--- config.mk ---
export PLATFORM = sky130hd
export DESIGN_NAME = game_sequencer
export DESIGN_NICKNAME = d
export VERILOG_FILES = /design/src/rtl/game_pkg.sv /design/src/rtl/bcd_score_counter.sv /design/src/rtl/game_sequencer.sv
export SDC_FILE = /design/constraint.sdc
export NUM_CORES = 1
export LEC_CHECK = 0
export ABC_CLOCK_PERIOD_IN_PS = 1400
export BUFFER_PORTS_ARGS = -buffer_cell sky130_fd_sc_hd__buf_4
export CAP_MARGIN = 20
export CORE_ASPECT_RATIO = 1.75
export CORE_MARGIN = 4
export CORE_UTILIZATION = 49
export CTS_CLUSTER_DIAMETER = 150
export DETAILED_ROUTE_END_ITERATION = 8
export GPL_ROUTABILITY_DRIVEN = 0
export MAX_ROUTING_LAYER = met4
export PLACE_DENSITY = 0.78
export SKIP_LAST_GASP = 1
export SLEW_MARGIN = 5
export SYNTH_ARGS = -nofsm -noshare
export SYNTH_HDL_FRONTEND = slang
export SYNTH_SLANG_ARGS = --single-unit
--- constraint.sdc ---
create_clock -name clk -period 1.4 [get_ports clk]
set_input_delay 0.14 -clock clk [delete_from_list [all_inputs] [get_ports clk]]
set_output_delay 0.14 -clock clk [all_outputs]
set_load 0.01 [all_outputs]
--- src/rtl/game_pkg.sv ---
// Shared encodings and constants for the breakout game datapath.
package game_pkg;

    typedef enum logic [2:0] {
        ST_IDLE  = 3'd0,
        ST_SERVE = 3'd1,
        ST_COUNT = 3'd2,
        ST_PLAY  = 3'd3,
        ST_MISS  = 3'd4,
        ST_WIN   = 3'd5,
        ST_LOSE  = 3'd6
    } state_e;

    // Ball step per tick at each speed level
    localparam logic [1:0] SPEED_L1 = 2'd1;
    localparam logic [1:0] SPEED_L2 = 2'd2;
    localparam logic [1:0] SPEED_L3 = 2'd3;

    // 12-bit RGB colours shared by the ball and brick renderers
    localparam logic [11:0] COL_BG     = 12'h000;
    localparam logic [11:0] COL_WALL   = 12'hFFF;
    localparam logic [11:0] COL_BALL   = 12'hFF0;
    localparam logic [11:0] COL_PADDLE = 12'h0FF;
    localparam logic [11:0] COL_WIN    = 12'h0F0;
    localparam logic [11:0] COL_LOSE   = 12'hF00;

    // Playfield boundaries in pixels
    localparam int unsigned WALL_L_X = 8;
    localparam int unsigned WALL_R_X = 631;
    localparam int unsigned WALL_T_Y = 8;
    localparam int unsigned FLOOR_Y  = 470;

    // Speed level from the score tens digit
    function automatic logic [1:0] level_of(input logic [3:0] tens, input int l2, input int l3);
        if ({28'd0, tens} >= l3)      return SPEED_L3;
        else if ({28'd0, tens} >= l2) return SPEED_L2;
        else                          return SPEED_L1;
    endfunction

endpackage

--- src/rtl/bcd_score_counter.sv ---
// Two-digit BCD score: increments on inc, saturates at 99, sync clear.
module bcd_score_counter (
    input  logic       clk,
    input  logic       rst,
    input  logic       clr,
    input  logic       inc,
    output logic [3:0] ones,
    output logic [3:0] tens
);
    logic [3:0] ones_q, ones_d, tens_q, tens_d;

    // Next score: clear wins, then a non-saturated increment with ones carry
    always_comb begin
        ones_d = ones_q;
        tens_d = tens_q;
        if (clr) begin
            ones_d = 4'd0;
            tens_d = 4'd0;
        end else if (inc && !(tens_q == 4'd9 && ones_q == 4'd9)) begin
            if (ones_q == 4'd9) begin
                ones_d = 4'd0;
                tens_d = tens_q + 4'd1;
            end else begin
                ones_d = ones_q + 4'd1;
            end
        end
    end

    // Score registers
    always_ff @(posedge clk) begin
        if (rst) begin
            ones_q <= 4'd0;
            tens_q <= 4'd0;
        end else begin
            ones_q <= ones_d;
            tens_q <= tens_d;
        end
    end

    assign ones = ones_q;
    assign tens = tens_q;
endmodule

--- src/rtl/game_sequencer.sv ---
// Game-flow FSM: serve/countdown/play/miss/win/lose, lives and countdown.
module game_sequencer
    import game_pkg::*;
#(
    parameter int START_LIVES = 3,
    parameter int SERVE_TICKS = 30,
    parameter int L2_TENS     = 2,
    parameter int L3_TENS     = 4,
    parameter int WIN_TENS    = 6
) (
    input  logic       clk,
    input  logic       rst,
    input  logic       tick,
    input  logic       start,
    input  logic       brick_hit,
    input  logic       ball_miss,
    input  logic       grid_empty,
    output logic       serve,
    output logic       clear_grid,
    output logic       run,
    output logic [1:0] speed,
    output logic [3:0] score_ones,
    output logic [3:0] score_tens,
    output logic [3:0] lives,
    output logic [2:0] game_state
);
    state_e     state_q, state_d;
    logic       start_q;
    logic [7:0] cnt_q, cnt_d;
    logic [3:0] lives_q, lives_d;
    logic       serve_q, serve_d, clear_q, clear_d;
    logic       score_clr, score_inc;
    logic       press, win_now;

    // A held button counts as a single press
    assign press   = start & ~start_q;
    assign win_now = ({28'd0, score_tens} >= WIN_TENS) || grid_empty;

    bcd_score_counter u_score (
        .clk  (clk),
        .rst  (rst),
        .clr  (score_clr),
        .inc  (score_inc),
        .ones (score_ones),
        .tens (score_tens)
    );

    // State and counter registers
    always_ff @(posedge clk) begin
        if (rst) begin
            state_q <= ST_IDLE;
            start_q <= 1'b0;
            cnt_q   <= 8'd0;
            lives_q <= 4'(START_LIVES);
            serve_q <= 1'b0;
            clear_q <= 1'b0;
        end else begin
            state_q <= state_d;
            start_q <= start;
            cnt_q   <= cnt_d;
            lives_q <= lives_d;
            serve_q <= serve_d;
            clear_q <= clear_d;
        end
    end

    // Next-state: win outranks a same-cycle miss
    always_comb begin
        state_d = state_q;
        case (state_q)
            ST_IDLE:  if (press) state_d = ST_SERVE;
            ST_SERVE: if (press) state_d = ST_COUNT;
            ST_COUNT: if (tick && cnt_q == 8'd1) state_d = ST_PLAY;
            ST_PLAY: begin
                if (win_now)        state_d = ST_WIN;
                else if (ball_miss) state_d = ST_MISS;
            end
            ST_MISS:  state_d = (lives_q > 4'd1) ? ST_SERVE : ST_LOSE;
            ST_WIN, ST_LOSE: if (press) state_d = ST_IDLE;
            default:  state_d = ST_IDLE;
        endcase
    end

    // Outputs and datapath updates; serve/clear are registered one-cycle pulses
    always_comb begin
        cnt_d     = cnt_q;
        lives_d   = lives_q;
        serve_d   = 1'b0;
        clear_d   = 1'b0;
        score_clr = 1'b0;
        score_inc = 1'b0;
        case (state_q)
            ST_IDLE: if (press) begin
                score_clr = 1'b1;
                lives_d   = 4'(START_LIVES);
                serve_d   = 1'b1;
                clear_d   = 1'b1;
            end
            ST_SERVE: if (press) cnt_d = 8'(SERVE_TICKS);
            ST_COUNT: if (tick) cnt_d = cnt_q - 8'd1;
            ST_PLAY:  score_inc = brick_hit;
            ST_MISS: begin
                if (lives_q > 4'd1) begin
                    lives_d = lives_q - 4'd1;
                    serve_d = 1'b1;
                end else begin
                    lives_d = 4'd0;
                end
            end
            default: ;
        endcase
        run   = (state_q == ST_PLAY);
        speed = run ? level_of(score_tens, L2_TENS, L3_TENS) : 2'd0;
    end

    assign serve      = serve_q;
    assign clear_grid = clear_q;
    assign lives      = lives_q;
    assign game_state = state_q;
endmodule

==> flow_summary.yaml <==
sta:
  max_freq_mhz: 686
  worst_slack_ns: -0.0581
  setup_viol_count_final: 9
  hold_violations: 0
  fin_crit_ns: 1.46
  slew_headroom_pct: 79.9
  rsz0062_at_grt: "yes"
  max_slew.worst_pin.slew_ns: 0.302
  finClkSkew_ns: 0.0113
  fin_crit_sh_pct: 104
  maxSlewViolCount: 0
power:
  p_per_area_mw_per_mm2: 1190
  leakagePower_nw: 0.957
  ir_drop_mv: 0.840
final_layout:
  multi_input_area_mm2: 0.00104
  nets: 254
  antenna_cells: 0
  regArea_um2: 543
  final_core_util_pct: 84.3
  drive_above_1_share_pct: 51.0
  n_fill_cell: 149
  synthToLayoutAreaGrowth_pct: 63.2
  design_area_mm2: 0.00229
die:
  start_util_pct: 51.6
  die_width_um: 48.5
  design.core.area_mm2: 0.00272
  rows: 25
  die_height_um: 78.8
  ios: 27
  die_area_mm2: 0.00382
placement:
  io_buffers: 26
  placed_cell_area_mm2: 0.00189
  place_hpwl_mm: 3.11
grt:
  grt_overflow: 0
  track_usage_pct: 24.2
  grt_pass1_vias: 1653
  grt_first_pass_wirelength_mm: 7.31
  antenna_found_initial: 0
  grt_max_degree: 20
route:
  wire_per_inst_um: 18.6
  drt_pass1_iterations: 4
  num_vias: 1606
  vias_per_cell: 6.04
  ant_nets: 0
  drc: 0
  drtIter0Drc: 54
  wl_mm: 4.94
critical_path:
  cpLargestDelayFamily: "compound AO/OA/AOI/OAI gates"
  cp-startpoint: "start_q"
  r2r-start: "start_q"
  worstSetupStartpointType: "flip-flop"
  critPathArrivalTime_ns: 1.63
  slowest_delay_ns: 0.37
  worst_path_max_delay_cell: "dfxtp_1"
  crit_fanout: 7
  cp.buffers_inverters: 1
  crit_chain: "nor2b_1 -> buf_4 -> o21ai_1 -> or2_1 -> a21oi_1 -> a211o_1"
  critPathKind: "reg -> reg"
  crit_path_end_kind: "flip-flop"
  required_ns: 1.57
clock_network:
  cts-htree-levels: 1
  cts_tree: "done"
  cts_buffers: 3
  cts.sinks: 26
  path_clk_slew_ns: 0.10
  insertion_delay_ns: 0.28
  postCtsHoldBufs: 0
  cts_root_buf: "clkbuf_8"
  clockBufferDepth: 2
synthesis:
  syn-num-nets: 183
  syn_area_per_cell_um2: 8.31
  synth_seq_cells: 26
  synth_edf_count: 0
  synth_area_leaders: "dfxtp_1 37%, ha_1 6.2%, xor2_1 5.6%"
  synth_common_cells: "26 x dfxtp_1, 19 x nor2_1, 14 x a21oi_1"
  yosysTopAreaCell: "dfxtp_1"
  synth_ff_type: "dfxtp_1"
  yosysMostFrequentCell: "dfxtp_1"
  async_flop_share_pct: 0
  ys_seq_area_share_pct: 37.0
  yosys_warnings: 0
  syn_inst: 169
  ys_types: 41
  netlist_area_mm2: 0.00141
  yosysTopAreaCellShare_pct: 37.0
worst_hold_path:
  hold_class: "in -> reg"
  min_from: "tick"
flow_run:
  cap_viol_max_count: 0
run_status:
  violations: "setup timing"
  status: "complete, but fails checks"
cells by family (layout without fill, tap and decap cells):
logic type	Yosys count	in the layout	share of synthesized area (%)
AND/OR/NAND/NOR	71	71	27.5
flip-flops	26	26	37.0
buffers and inverters	19	89	5.52
AO/OA/AOI/OAI	35	35	16.8
adder cells (fa/ha/maj)	7	7	6.23
XOR/XNOR	11	11	6.86
flip-flops by register name, summed over array words and instances (netlist names):
name          flops
serve             1
start_q           1
game_state        3
lives             4
u_score.ones      4
clear_grid        1
u_score.tens      4
cnt_q             8
power by group:
group,internal (W),switching [W]
combinational,0.000661,0.000634
clock,0.000205,0.000252
sequential,0.000849,0.000139
total,0.00171,0.00103
through the flow:
stage                     setup slack [ns]  total power [W]  hold WS (ns)  std cells  setup TNS, ns
final                              -0.0581          0.00274        0.0871        266         -0.330
after global routing                -0.157          0.00286         0.108        266          -1.42
after CTS                          -0.0286          0.00246        0.0879        258        -0.0628
after detailed placement           -0.0911          0.00189         0.379        247         -0.430
after global placement             -0.0369          0.00183         0.374        247        -0.0395
after floorplan                    -0.0467          0.00147         0.255        169        -0.0901
per-layer routing:
metal / wire length, um / track usage [%] / up-vias
met5: 0 / - / -
met3: 174 / 3.00 / 14
met2: 2830 / 47.8 / 56
met4: 155 / 9.97 / 0
li1: - / - / 745
met1: 1780 / 22.4 / 791
layout by cell type (no fill, tap or decap), types with 3 or more instances in the layout:
master and instances:
ha_1 5, inv_1 7, a21oi_1 10, nand4_1 5, nand3_1 5, buf_6 7
nor2_1 17, dfxtp_2 3, a211o_1 3, nand2b_1 3, and3_1 3, dfxtp_4 5
nor3_1 8, a21oi_2 4, nor2b_1 3, dfxtp_1 18, nand2_1 6, buf_4 66
clkbuf_8 3, xor2_1 9
path summary, 6_finish.rpt:
kind	slack [ns]	to	depth (start not counted)
setup / recovery	-0.06	lives[0]	6
hold / removal	0.09	cnt_q[1]	2
setup reg to reg	-0.06	lives[0]	6
hold reg to reg	0.53	cnt_q[1]	2
final cells by class:
| class | instances | area share [%] |
|---|---|---|
| Sequential cell | 26 | 23.7 |
| Inverter | 12 | 2.40 |
| Clock buffer | 4 | 1.96 |
| Timing Repair Buffer | 73 | 25.0 |
| Tap cell | 27 | 1.47 |
| Multi-Input combinational cell | 124 | 45.4 |
what timing repair did:
| item | 4_1_cts | 5_1_grt |
|---|---|---|
| gates cloned | 0 | 0 |
| resized for setup | 23 | 36 |
| buffers inserted | 7 | 8 |
| pin swaps | 5 | 13 |
| setup endpoints to repair | 16 | 24 |
(Power assumes the default switching activity.)
